--- src/rtl/fft_pkg.sv ---
// Shared definitions for the FFT address sequencer: FSM encoding and width helpers
// derived from the transform size.
package fft_pkg;

    typedef enum logic [1:0] {
        ST_IDLE  = 2'd0,
        ST_RUN   = 2'd1,
        ST_DRAIN = 2'd2,
        ST_DONE  = 2'd3
    } state_t;

    function automatic int addr_w(input int log2n);
        return log2n;
    endfunction

    function automatic int k_w(input int log2n);
        return log2n - 1;
    endfunction

    function automatic int stage_w(input int log2n);
        return (log2n > 1) ? $clog2(log2n) : 1;
    endfunction

endpackage

--- src/rtl/fft_delay_line.sv ---
// Fixed-depth shift register carrying {valid, data}; valid and data clear on reset so a
// reset mid-transform leaves nothing in flight.
module fft_delay_line #(
    parameter int DEPTH = 6,
    parameter int WIDTH = 8
) (
    input  logic             clk,
    input  logic             rst,
    input  logic             i_valid,
    input  logic [WIDTH-1:0] i_data,
    output logic             o_valid,
    output logic [WIDTH-1:0] o_data
);

    logic [DEPTH-1:0] r_valid;
    logic [WIDTH-1:0] r_data [DEPTH];

    always_ff @(posedge clk) begin
        if (rst) begin
            r_valid <= '0;
            for (int i = 0; i < DEPTH; i++) begin
                r_data[i] <= '0;
            end
        end else begin
            r_valid[0] <= i_valid;
            r_data[0]  <= i_data;
            for (int i = 1; i < DEPTH; i++) begin
                r_valid[i] <= r_valid[i-1];
                r_data[i]  <= r_data[i-1];
            end
        end
    end

    assign o_valid = r_valid[DEPTH-1];
    assign o_data  = r_data[DEPTH-1];

endmodule

--- src/rtl/fft_addr_gen.sv ---
// In-place radix-2 DIF address/twiddle sequencer: issues butterfly read addresses and k,
// then replays the addresses as write-backs after the datapath latency.
module fft_addr_gen
    import fft_pkg::*;
#(
    parameter int  N        = 8192,
    parameter int  LOG2N    = $clog2(N),
    parameter int  PIPE_LAT = 6,
    localparam int ADDR_W   = addr_w(LOG2N),
    localparam int K_W      = k_w(LOG2N),
    localparam int STAGE_W  = stage_w(LOG2N)
) (
    input  logic               clk,
    input  logic               rst,
    input  logic               start,
    input  logic               ready,
    output logic               rd_valid,
    output logic [ADDR_W-1:0]  rd_addr_a,
    output logic [ADDR_W-1:0]  rd_addr_b,
    output logic [K_W-1:0]     k,
    output logic [STAGE_W-1:0] stage,
    output logic               wr_valid,
    output logic [ADDR_W-1:0]  wr_addr_a,
    output logic [ADDR_W-1:0]  wr_addr_b,
    output logic               busy,
    output logic               done,
    output state_t             dbg_state
);

    localparam int DRAIN_W = $clog2(PIPE_LAT + 1);
    localparam logic [K_W-1:0]     B_LAST = K_W'(N / 2 - 1);
    localparam logic [STAGE_W-1:0] S_LAST = STAGE_W'(LOG2N - 1);
    localparam logic [DRAIN_W-1:0] D_LAST = DRAIN_W'(PIPE_LAT - 1);

    state_t             r_state;
    logic [STAGE_W-1:0] r_s;
    logic [K_W-1:0]     r_b;
    logic [DRAIN_W-1:0] r_drain;

    logic [STAGE_W-1:0] w_p;
    logic [ADDR_W-1:0]  w_half;
    logic [ADDR_W-1:0]  w_mask;
    logic [ADDR_W-1:0]  w_b_ext;
    logic [ADDR_W-1:0]  w_addr_a;
    logic [ADDR_W-1:0]  w_addr_b;
    logic [K_W-1:0]     w_k;
    logic [2*ADDR_W-1:0] w_wr_data;

    // Bits of b at or above p move up by one, leaving a 0 at p for the upper leg.
    always_comb begin
        w_p      = S_LAST - r_s;
        w_half   = ADDR_W'(1) << w_p;
        w_mask   = w_half - ADDR_W'(1);
        w_b_ext  = {1'b0, r_b};
        w_addr_a = ((w_b_ext & ~w_mask) << 1) | (w_b_ext & w_mask);
        w_addr_b = w_addr_a | w_half;
        w_k      = K_W'(w_b_ext & w_mask) << r_s;
    end

    always_ff @(posedge clk) begin
        if (rst) begin
            r_state   <= ST_IDLE;
            r_s       <= '0;
            r_b       <= '0;
            r_drain   <= '0;
            rd_valid  <= 1'b0;
            rd_addr_a <= '0;
            rd_addr_b <= '0;
            k         <= '0;
            stage     <= '0;
            busy      <= 1'b0;
            done      <= 1'b0;
        end else begin
            rd_valid <= 1'b0;
            done     <= 1'b0;
            case (r_state)
                ST_IDLE: begin
                    r_s <= '0;
                    r_b <= '0;
                    if (start) begin
                        r_state <= ST_RUN;
                        busy    <= 1'b1;
                    end
                end
                ST_RUN: begin
                    if (ready) begin
                        rd_valid  <= 1'b1;
                        rd_addr_a <= w_addr_a;
                        rd_addr_b <= w_addr_b;
                        k         <= w_k;
                        stage     <= r_s;
                        if (r_b == B_LAST) begin
                            r_b     <= '0;
                            r_drain <= '0;
                            r_state <= ST_DRAIN;
                        end else begin
                            r_b <= r_b + 1'b1;
                        end
                    end
                end
                ST_DRAIN: begin
                    // Hold off the next stage until every write of this stage has left.
                    if (r_drain == D_LAST) begin
                        if (r_s == S_LAST) begin
                            r_state <= ST_DONE;
                        end else begin
                            r_s     <= r_s + 1'b1;
                            r_state <= ST_RUN;
                        end
                    end else begin
                        r_drain <= r_drain + 1'b1;
                    end
                end
                ST_DONE: begin
                    done    <= 1'b1;
                    busy    <= 1'b0;
                    r_state <= ST_IDLE;
                end
                default: r_state <= ST_IDLE;
            endcase
        end
    end

    assign dbg_state = r_state;

    fft_delay_line #(
        .DEPTH (PIPE_LAT),
        .WIDTH (2 * ADDR_W)
    ) u_wb_delay (
        .clk     (clk),
        .rst     (rst),
        .i_valid (rd_valid),
        .i_data  ({rd_addr_a, rd_addr_b}),
        .o_valid (wr_valid),
        .o_data  (w_wr_data)
    );

    assign wr_addr_a = w_wr_data[2*ADDR_W-1:ADDR_W];
    assign wr_addr_b = w_wr_data[ADDR_W-1:0];

endmodule

--- config.mk ---
export PLATFORM = sky130hd
export DESIGN_NAME = fft_addr_gen
export DESIGN_NICKNAME = d
export VERILOG_FILES = /design/src/rtl/fft_pkg.sv /design/src/rtl/fft_delay_line.sv /design/src/rtl/fft_addr_gen.sv
export SDC_FILE = /design/constraint.sdc
export NUM_CORES = 1
export LEC_CHECK = 0
export CELL_PAD_IN_SITES_DETAIL_PLACEMENT = 1
export CELL_PAD_IN_SITES_GLOBAL_PLACEMENT = 1
export CORE_UTILIZATION = 45
export DETAILED_ROUTE_END_ITERATION = 10
export PLACE_DENSITY_LB_ADDON = 0.1
export SLEW_MARGIN = 20
export SYNTH_ARGS = -nofsm -noshare
export SYNTH_HDL_FRONTEND = slang
export SYNTH_SLANG_ARGS = --single-unit
--- constraint.sdc ---
create_clock -name clk -period 6.1 [get_ports clk]
set_input_delay 1.22 -clock clk [delete_from_list [all_inputs] [get_ports clk]]
set_output_delay 1.22 -clock clk [all_outputs]
set_load 0.05 [all_outputs]
======== After elaboration in Yosys (flattened, before gate mapping) ========
Memory sizes are Yosys's and may differ from the RTL's.
Cells that the tools add are included.
word-level totals
  memories ................................ 1
  bits in registers ....................... 72
  memory bits (writable) .................. 156
  input bits .............................. 4
  word-level logic and storage cells ...... 85
cells by class
  reduce and logical (&&, ||, !) cells .... 12
  muxes and demuxes ....................... 29
  add/subtract/negate cells ............... 5
  equal/unequal tests ..................... 12
  shift-type cells ........................ 2
  bitwise logic cells ..................... 12
memories
  name               depth  bits a word  rd ports  clocked after Yosys merged registers in  wr ports  line                  source
  u_wb_delay.r_data  6      26           6         0                                        6         fft_delay_line.sv:16  logic [WIDTH-1:0] r_data [DEPTH];
operators with widths
  cell                   number
  $mux 26                6
  $or 13x13->13          2
  $mux 12                2
  $pmux 12 s2            1
  $and 12x13->13         1
  $shl 1x4->13 const A   1
  $sub 13x1->13 const B  1
  $add 12x1->12 const B  1
  $and 12x12->12         1
  $eq 12x12->1 const B   1
  $ne 2x2->1 const B     6
  $not 12->12            1
  $shl 12x4->12          1
  $mux 2                 5
  $mux 3                 3
  $mux 4                 2
  $pmux 2 s4             1
  $pmux 4 s2             1
  $reduce_and 4->1       2
  $reduce_bool 2->1      4
  $mux 1                 6
  $or 1x1->1             6
  $pmux 3 s2             1
  $reduce_and 2->1       3
  12 further kinds       13

======== Logic depth before layout (Yosys ltp) ========
Gate-level depths: netlist of the first run.
  depth in word-level cells ............... 7
  mapped depth ............................ 17
  mapped depth without buffers ............ 13

======== Cells and area by module ========
From an unflattened synthesis of the first run, not the netlist that was laid out.
second synthesis, totals
  cells, all modules ...................... 892
  area, all modules ....................... 9143.8 sq um
modules (own cells, without submodules)
  module          sequential area each (sq um)  instances  cells each  area each (sq um)
  fft_delay_line  3243.1                        1          368         5039.8
  fft_addr_gen    1321.3                        1          524         4103.9

======== Worst setup path before layout of the first run ========
Ideal clock, no wire load.
  path type ............................... reg-to-reg
  from .................................... register r_s[0]
  to ...................................... register k[7]
  path buffers ............................ 5
  arrival ................................. 4.007 ns
  path slack .............................. 1.963 ns
  period minus slack after synthesis ...... 4.137 ns
  stages on the path, launching flop included .. 17
  setup time .............................. 0.131 ns
  cell sequence ........................... dfxtp_1 buf_6 clkbuf_1 clkinv_1 ha_1 buf_2 buf_1 o32ai_1 buf_2 nand2_1 ha_1 and3_1 or4_1 mux4_2 and3_1 a21oi_1 o22ai_1
on the way
  longest elaborated chain between the ends .. 5
RTL lines
  element                 line                 source
  from (decl)             fft_addr_gen.sv:36   logic [STAGE_W-1:0] r_s;
  from (signal assigned)  fft_addr_gen.sv:107  r_s <= r_s + 1'b1;
  $sub 4x4->4             fft_addr_gen.sv:51   w_p = S_LAST - r_s;
  $shl 1x4->13            fft_addr_gen.sv:52   w_half = ADDR_W'(1) << w_p;
  $sub 13x1->13           fft_addr_gen.sv:53   w_mask = w_half - ADDR_W'(1);
  $and 12x13->13          fft_addr_gen.sv:57   w_k = K_W'(w_b_ext & w_mask) << r_s;
  $shl 12x4->12 *         fft_addr_gen.sv:57
  to (signal assigned)    fft_addr_gen.sv:90   k <= w_k;
  to (decl)               fft_addr_gen.sv:20   output logic [K_W-1:0] k,
Mark *: on every way between the ends. The rest lies on a longest branch, timed or not.
A chain may end at the register's enable or synchronous reset.

======== Worst setup path in the final report of the first run ========
  from .................................... register r_s[1]
  to ...................................... register k[7]
Same word-level chain as after synthesis.

==> metrics, run 1 <==
post-layout minimum cycle time 3.96 ns; WL final 22600 um; setup ws final 2.14 ns; residual DRC count 0; DR vias 6216; Worst setup EP type flop; static leakage 3.79 nW; dominant synthesized flop cell dfxtp_1; CTS tree done; Worst VDD drop 0.000196 V; fin nets 928; drt first pass iters 4; row count 50; pwr dens 312 nW/um^2; CTS Buf Count 24; register area share after synthesis 53.4%; Seq cells post-synth 228; Switch Pwr 0.724 mW; asr flop ratio synth 0%; Layout Utilization 54.0%; Multi-input gate area 3480 um^2; Critical-path top delay cell or4_1; hpwl dp 15200 um; chip height 140 um; Synth area leaders dfxtp_1 (53%), nor2b_1 (12%), nor2_1 (3.1%); fillers 2052; Clock Power Share 46.4%; Post-CTS Resized 0; worst setup path category reg -> reg; clk root buf clkbuf_16; Synth Net Count 899; kind of cell adding the most delay to the critical path simple AND/OR/NAND/NOR gates; final hold vios 0; Max Root-Sink Buffers 3; vias in the first global route 6365; P_int 2.41 mW; Final TNS setup 0 ns; global route total overflow 0; Via density 5.34; fin area 10100 um^2; pre-CTS WS 2.19 ns; WL/cell 19.4 um; routability cong. 0.953; post-synth top area share 53.4%; reg2reg start r_s[1]; Die X-Extent 140 um; Critical Path RT 6.48 ns; Gate power share 4.7%; number of synthesized flops with an enable pin 0; diode count 0; unrepaired setup endpoints after global routing no; Num Clock Sinks 228; clk slew on worst S/H paths 0.06 ns; core area 18600 um^2; Slew HR 40.8%; Hold WS 0.430 ns; Synth warnings 0; Max-Cap Viols 0; register area 4560 um^2; Setup Buffers After CTS 0; Post-Layout Cell Count 1163; final worst clock skew 0.0149 ns; Critical Path AT 4.33 ns; Starting Density 45.9%; Port Buf Inserts 77; H-tree level count 1; Final Cycle Share 64.9%; status finished, final reports clean; min-delay worst type reg -> reg; layout cells sized above 1 7.97%; crit-path max FO 13; DP Area 9260 um^2; initial antenna violation count 0; Die ar. 19600 um^2; Slew Limit Fails 0; Area Overhead vs Synth 17.6%; Yosys cell types 74; CP cell instances inv_1 > ha_1 > nand2_1 > o32ai_1 > buf_4 > nand2_1 > ha_1 > and3_1 > or4_1 > mux4_2 > and3_1 > a21oi_1 > o22ai_1; critical path launch point r_s[1]; Cells after Synth 882; later-pin clock latency in the skew report 0.53 ns; largest net degree at the start of global routing 124; global-route wire length before repair 35500 um; global-route total usage across every layer 23.3%; cell taking the most area after synthesis dfxtp_1; Least-Margin Pin Slew 0.888 ns; syn avg cell area 9.70 um^2; Power, Total 3.14 mW; WP buf/inv 2; # hold bufs at CTS 0; share of power burned in registers 48.9%; f_max 0.253 GHz; critical path launch point type flop; DR iter-0 viols 281; Setup violations, final 0; Sw Ratio 23.1%; Critical Path Max Stage Delay 0.65 ns; mapped cell area 8550 um^2; Post-Place Cells 1119; # IOs 78; DRT antenna net count 0; Hold Crit Start u_wb_delay.r_data[0][125]
cells in the final DEF (no fill, tap or decap), types with 7 or more instances in the layout:
cell type        count
buf_4               12
nor2_1              70
a211oi_1            16
clkbuf_16           24
o21ai_0             13
nor2b_1            168
a31oi_1             13
nand4_1              8
or3_1                7
xor2_1               7
ha_1                13
a311oi_1            12
nor3_1              12
and3_1               7
nand3_1             12
nand2_1             56
inv_1               13
a21oi_1             32
clkdlybuf4s50_1     76
dfxtp_1            228
flip-flops by register name (all words and copies together), names as in the netlist:
register and count:
u_wb_delay.r_valid 6, rd_valid 1, done 1, stage 4
u_wb_delay.r_data 156, r_drain 3, r_s 4, busy 1
rd_addr_a 13, rd_addr_b 13, dbg_state 2, r_b 12
k 12
cell usage after synthesis, types with 4 or more instances:
master / count
buf_2: 7
nand2b_1: 6
nor2b_1: 168
nor2_1: 71
a31oi_1: 13
nand4_1: 8
and3_1: 7
a21o_1: 6
a311oi_1: 12
xor2_1: 7
mux2i_1: 4
nor4_1: 6
nand2_1: 56
o21ba_2: 5
inv_1: 13
buf_4: 27
a21oi_1: 32
o21ai_0: 13
or4_1: 4
clkbuf_1: 45
or3_1: 7
a221oi_1: 4
xnor2_1: 6
buf_1: 4
nor3_1: 12
a211oi_1: 16
nand3_1: 12
ha_1: 13
dfxtp_1: 228
o211ai_1: 4
logic make-up after synthesis:
logic type / count (synthesis) / share of synthesized area (%)
AND/OR/NAND/NOR: 376 / 24.1
flip-flops: 228 / 53.4
AO/OA/AOI/OAI: 146 / 12.6
buffers and inverters: 101 / 5.98
XOR/XNOR: 13 / 1.33
adder cells (fa/ha/maj): 13 / 1.90
multiplexers: 5 / 0.731
routing by layer:
metal	vias to the layer above	wire length, um	GRT usage [%]
met2	157	11500	41.7
met3	64	878	3.68
met5	-	0	0
met4	0	1090	11.8
li1	3018	-	-
met1	2977	9040	26.8
cell type report:
type / count / share of cell area, %
Sequential cell: 228 / 45.4
Multi-Input combinational cell: 553 / 34.6
Timing Repair Buffer: 89 / 8.57
Clock buffer: 34 / 6.94
Tap cell: 234 / 2.91
Clock inverter: 10 / 1.08
Inverter: 15 / 0.559
power by group through the flow:
stage	Sequential (mW)	Combinational (mW)	Clock [mW]
detailed placement	1.57	0.148	0
CTS	1.53	0.149	1.49
finish	1.53	0.147	1.46
floorplan	1.60	0.0654	0
global route	1.53	0.158	1.55
global placement	1.56	0.145	0
final timing paths:
check | to | cells after the start | slack [ns]
setup / recovery | k[7] | 13 | 2.14
hold / removal | u_wb_delay.r_data[0][151] | 1 | 0.43
setup reg to reg | k[7] | 13 | 2.14
hold reg to reg | u_wb_delay.r_data[0][151] | 1 | 0.43
Note: power is estimated with default switching activity, not from simulation.
==> run 2: changes to the inputs <==
--- a/config.mk
+++ b/config.mk
@@ -7,7 +7,7 @@
 export LEC_CHECK = 0
 export CELL_PAD_IN_SITES_DETAIL_PLACEMENT = 1
 export CELL_PAD_IN_SITES_GLOBAL_PLACEMENT = 1
-export CORE_UTILIZATION = 45
+export CORE_UTILIZATION = 44
 export DETAILED_ROUTE_END_ITERATION = 10
 export PLACE_DENSITY_LB_ADDON = 0.1
 export SLEW_MARGIN = 20
==> constraint.sdc (replaced) <==
create_clock -name clk -period 4 [get_ports clk]
set_input_delay 0.8 -clock clk [delete_from_list [all_inputs] [get_ports clk]]
set_output_delay 0.8 -clock clk [all_outputs]
set_load 0.05 [all_outputs]
==> run 2 against run 1 <==
Net effect:
- register-to-register slack worse by 1.8 ns
- critical path depth unchanged
- via count rose by 0.53%
- combinational power is 57% higher
- clock power grew 51%
- critical path type unchanged
- largest cell class unchanged
==> metrics, run 2 (synthesis gave the netlist of run 1 again) <==
status finished, final reports clean; later-pin clock latency in the skew report 0.49 ns; WHS Path Cells 1; pwr dens 467 nW/um^2; critical path launch point type flop; Max-Cap Viols 0; min-delay worst type reg -> reg; initial antenna violation count 0; layout cells sized above 1 9.47%; Port Buf Inserts 77; routability cong. 0.911; Via density 5.21; Slew Limit Fails 0; post-layout minimum cycle time 3.67 ns; max reg flops 156; diode count 0; static leakage 3.87 nW; Post-CTS Resized 0; most common cell after layout, fill and taps aside dfxtp_1; Num Clock Sinks 228; # IOs 78; core area 18900 um^2; f_max 0.273 GHz; fillers 2076; Setup violations, final 0; Least-Margin Pin Slew 1.02 ns; Hold WS 0.434 ns; chip height 141 um; vias in the first global route 6642; clk root buf clkbuf_16; DR iter-0 viols 280; Slew HR 32.2%; Setup Buffers After CTS 0; Register-to-Register Path Depth 13; global-route total usage across every layer 23.0%; final worst clock skew 0.00788 ns; Worst VDD drop 0.000243 V; Worst setup EP type flop; drt first pass iters 4; clk slew on worst S/H paths 0.06 ns; crit-path max FO 9; Critical Path AT 4.03 ns; WL/cell 18.8 um; unrepaired setup endpoints after global routing no; CTS Buf Count 23; WL final 22500 um; largest registers u_wb_delay.r_data (156), rd_addr_a (13), rd_addr_b (13); hpwl dp 15900 um; Final Cycle Share 91.7%; worst setup path category reg -> reg; row count 50; CTS tree done; # hold bufs at CTS 0; final hold vios 0; Final TNS setup 0 ns; Die ar. 20000 um^2; Die X-Extent 141 um; global route total overflow 0; largest net degree at the start of global routing 149; Critical Path RT 4.37 ns; global-route wire length before repair 36000 um; DRT antenna net count 0; Largest Register u_wb_delay.r_data; DR vias 6249; Area Overhead vs Synth 19.4%; most frequent cells in the layout dfxtp_1 (228), nor2b_1 (168), clkdlybuf4s50_1 (76); Starting Density 45.3%; residual DRC count 0; fin nets 945; Max Root-Sink Buffers 3; H-tree level count 1
run 2: changes by cell type in the layout (fill, tap and decap cells not counted), sizes merged:
cell,previous run,this run
inv,17,14
clkinvlp,3,2
clkbuf,34,29
bufinv,1,4
buf,13,31
clkinv,4,3
run 2: layer usage:
layer / vias to the layer above / share of wire [%] / global-route usage, %
li1: 3039 / - / -
met1: 3036 / 42 / 26.9
met2: 125 / 51 / 42.6
met3: 49 / 3.5 / 3.21
met4: 0 / 3.5 / 8.77
met5: - / 0 / 0
run 2: worst paths after layout:
path | startpoint | end | slack (ns)
hold reg to reg | u_wb_delay.r_data[0][65] | u_wb_delay.r_data[0][91] | 0.43
setup reg to reg | r_s[0] | k[7] | 0.33
setup / recovery | r_s[0] | k[7] | 0.33
hold / removal | u_wb_delay.r_data[0][65] | u_wb_delay.r_data[0][91] | 0.43
run 2: where the power goes:
part,leakage [nW],internal (mW),switching (mW)
registers,1.84,2.31,0.0254
logic,1.65,0.0750,0.156
clock network,0.379,1.38,0.832
total,3.87,3.76,1.01
run 2: cell type report:
| type | instances | area [um^2] | area share [%] |
|---|---|---|---|
| Tap cell | 260 | 325 | 3.18 |
| Clock inverter | 8 | 145 | 1.42 |
| Sequential cell | 228 | 4560 | 44.7 |
| Multi-Input combinational cell | 553 | 3490 | 34.1 |
| Inverter | 15 | 57.6 | 0.563 |
| Clock buffer | 29 | 638 | 6.25 |
| Timing Repair Buffer | 107 | 997 | 9.76 |
run 2: critical path: stages, from the launching register on:
cell      delay [ns]
dfxtp_1         0.52
clkinv_2        0.11
ha_1            0.23
nand2_1         0.13
o32ai_2         0.13
nand2_1         0.13
ha_1            0.30
buf_4           0.21
and4b_1         0.19
or4_1           0.66
mux4_2          0.53
and3_1          0.21
a21oi_1         0.12
o22ai_1         0.09
run 2: per-stage QoR:
stage	util [%]	instances	power, mW	instance area (um^2)	worst slack [ns]
3_5_place_dp	49.9	1163	2.62	9430	0.256
5_1_grt	54.1	1200	4.94	10200	0.143
6_report	54.1	1200	4.77	10200	0.332
4_1_cts	54.0	1200	4.83	10200	0.209
2_1_floorplan	-	882	2.54	8560	0.158
3_3_place_gp	49.9	1163	2.61	9430	0.331
==> run 3: changes to the inputs <==
--- a/config.mk
+++ b/config.mk
@@ -7,10 +7,13 @@
 export LEC_CHECK = 0
 export CELL_PAD_IN_SITES_DETAIL_PLACEMENT = 1
 export CELL_PAD_IN_SITES_GLOBAL_PLACEMENT = 1
+export CORE_MARGIN = 2
 export CORE_UTILIZATION = 44
 export DETAILED_ROUTE_END_ITERATION = 10
 export PLACE_DENSITY_LB_ADDON = 0.1
+export RECOVER_POWER = 50
 export SLEW_MARGIN = 20
 export SYNTH_ARGS = -nofsm -noshare
 export SYNTH_HDL_FRONTEND = slang
 export SYNTH_SLANG_ARGS = --single-unit
+export TNS_END_PERCENT = 20
==> run 3 against run 2 <==
Net effect:
- the run now ends with max-capacitance violations, max-slew violations left
- power is 1.7% higher
- cell area increased by 0.15%
- first-iteration DRC count increased by 5.7%
- worst hold slack got worse by 0.0043 ns
==> metrics, run 3 (synthesis gave the netlist of run 1 again) <==
CTS Buf Count 24; clk root buf clkbuf_16; post-layout minimum cycle time 3.64 ns; vias in the first global route 6702; clk slew on worst S/H paths 0.06 ns; worst setup path category reg -> reg; most common cell after layout, fill and taps aside dfxtp_1; Hold WS 0.430 ns; CP cell instances inv_1 > ha_1 > nand2_1 > o32ai_1 > nand2_1 > ha_1 > and3_1 > or4_1 > mux4_2 > and3_1 > a21oi_1 > o22ai_1; Port Buf Inserts 77; Final Cycle Share 91.0%; unrepaired setup endpoints after global routing no; DRT antenna net count 0; initial antenna violation count 0; Critical Path RT 4.32 ns; f_max 0.275 GHz; largest registers u_wb_delay.r_data (156), rd_addr_a (13), rd_addr_b (13); Worst setup EP type flop; core area 18900 um^2; status finished, violations left; Post-Place Cells 1160; Slew HR -52.4%; global-route wire length before repair 37400 um; largest net degree at the start of global routing 114; Critical Path AT 3.96 ns; Area Overhead vs Synth 19.6%; global-route total usage across every layer 23.5%; # hold bufs at CTS 0; min-delay worst type reg -> reg; Worst VDD drop 0.000321 V; WP buf/inv 1; later-pin clock latency in the skew report 0.52 ns; final hold vios 0; Largest Register u_wb_delay.r_data; final worst clock skew 0.0143 ns; Critical-path top delay cell or4_1; DR vias 6329; WL final 23700 um; Post-Layout Cell Count 1204; Num Clock Sinks 228; Max Root-Sink Buffers 3; CTS tree done; failing checks max-capacitance violations, max-slew violations; pwr dens 475 nW/um^2; layout cells sized above 1 9.85%; WL/cell 19.7 um; kind of cell adding the most delay to the critical path simple AND/OR/NAND/NOR gates; global route total overflow 0; critical path launch point type flop; residual DRC count 0; Die X-Extent 143 um; drt first pass iters 4; Starting Density 45.3%; static leakage 3.89 nW; # IOs 78; Setup Buffers After CTS 0; Setup violations, final 0; Least-Margin Pin Slew 2.29 ns; Final TNS setup 0 ns; row count 50; Slew Limit Fails 114; most frequent cells in the layout dfxtp_1 (228), nor2b_1 (168), clkdlybuf4s50_1 (76); Post-CTS Resized 0; Multi-input gate area 3480 um^2; H-tree level count 1; fillers 2084; DR iter-0 viols 296; fin nets 943; max reg flops 156; Critical Path Max Stage Delay 0.68 ns; crit-path max FO 5; register area 4560 um^2; routability cong. 0.878; chip height 143 um; Via density 5.26; Max-Cap Viols 1; hpwl dp 16100 um; Die ar. 20600 um^2; diode count 0
==> run 3: cell count changes in the layout (fill, tap and decap cells not counted), sizes merged <==
cell      change
buf           -6
clkbuf        +8
clkinv        +6
bufinv        -2
clkinvlp      -2
==> run 3: layout make-up <==
type / instances / share of cell area, %
clock buffer: 34 / 7.12
clock inverter: 10 / 1.09
inverter: 15 / 0.563
multi-input combinational: 553 / 34.0
sequential: 228 / 44.6
tap: 260 / 3.18
timing repair buffer: 104 / 9.42
==> run 3: worst paths after layout <==
check | start | end | slack, ns | cells past startpoint
worst max-delay path | r_s[1] | k[7] | 0.36 | 12
worst min-delay path | u_wb_delay.r_data[0][39] | u_wb_delay.r_data[0][65] | 0.43 | 1
worst max register to register | r_s[1] | k[7] | 0.36 | 12
worst min register to register | u_wb_delay.r_data[0][39] | u_wb_delay.r_data[0][65] | 0.43 | 1
==> run 3: stage by stage <==
step                      area (um^2)  utilization [%]  total power [mW]  setup slack [ns]
after floorplan                  8560                -              2.54             0.158
after global placement           9400             49.8              2.61             0.578
after detailed placement         9400             49.8              2.62             0.508
after CTS                       10200             54.2              4.91             0.479
after global routing            10200             54.2              5.04            0.0840
final                           10200             54.2              4.86             0.360
==> run 3: power breakdown <==
group | switching, mW | internal [mW]
registers | 0.0269 | 2.31
logic | 0.156 | 0.0730
clock network | 0.894 | 1.40
total | 1.08 | 3.78
==> run 3: per-layer routing <==
layer  share of wire (%)  wire [um]  global-route usage [%]
met1                  41       9730                    27.3
met4                 1.8        432                    5.21
met3                 3.7        870                    3.73
met5                   0          0                       0
met2                  54      12700                    44.9
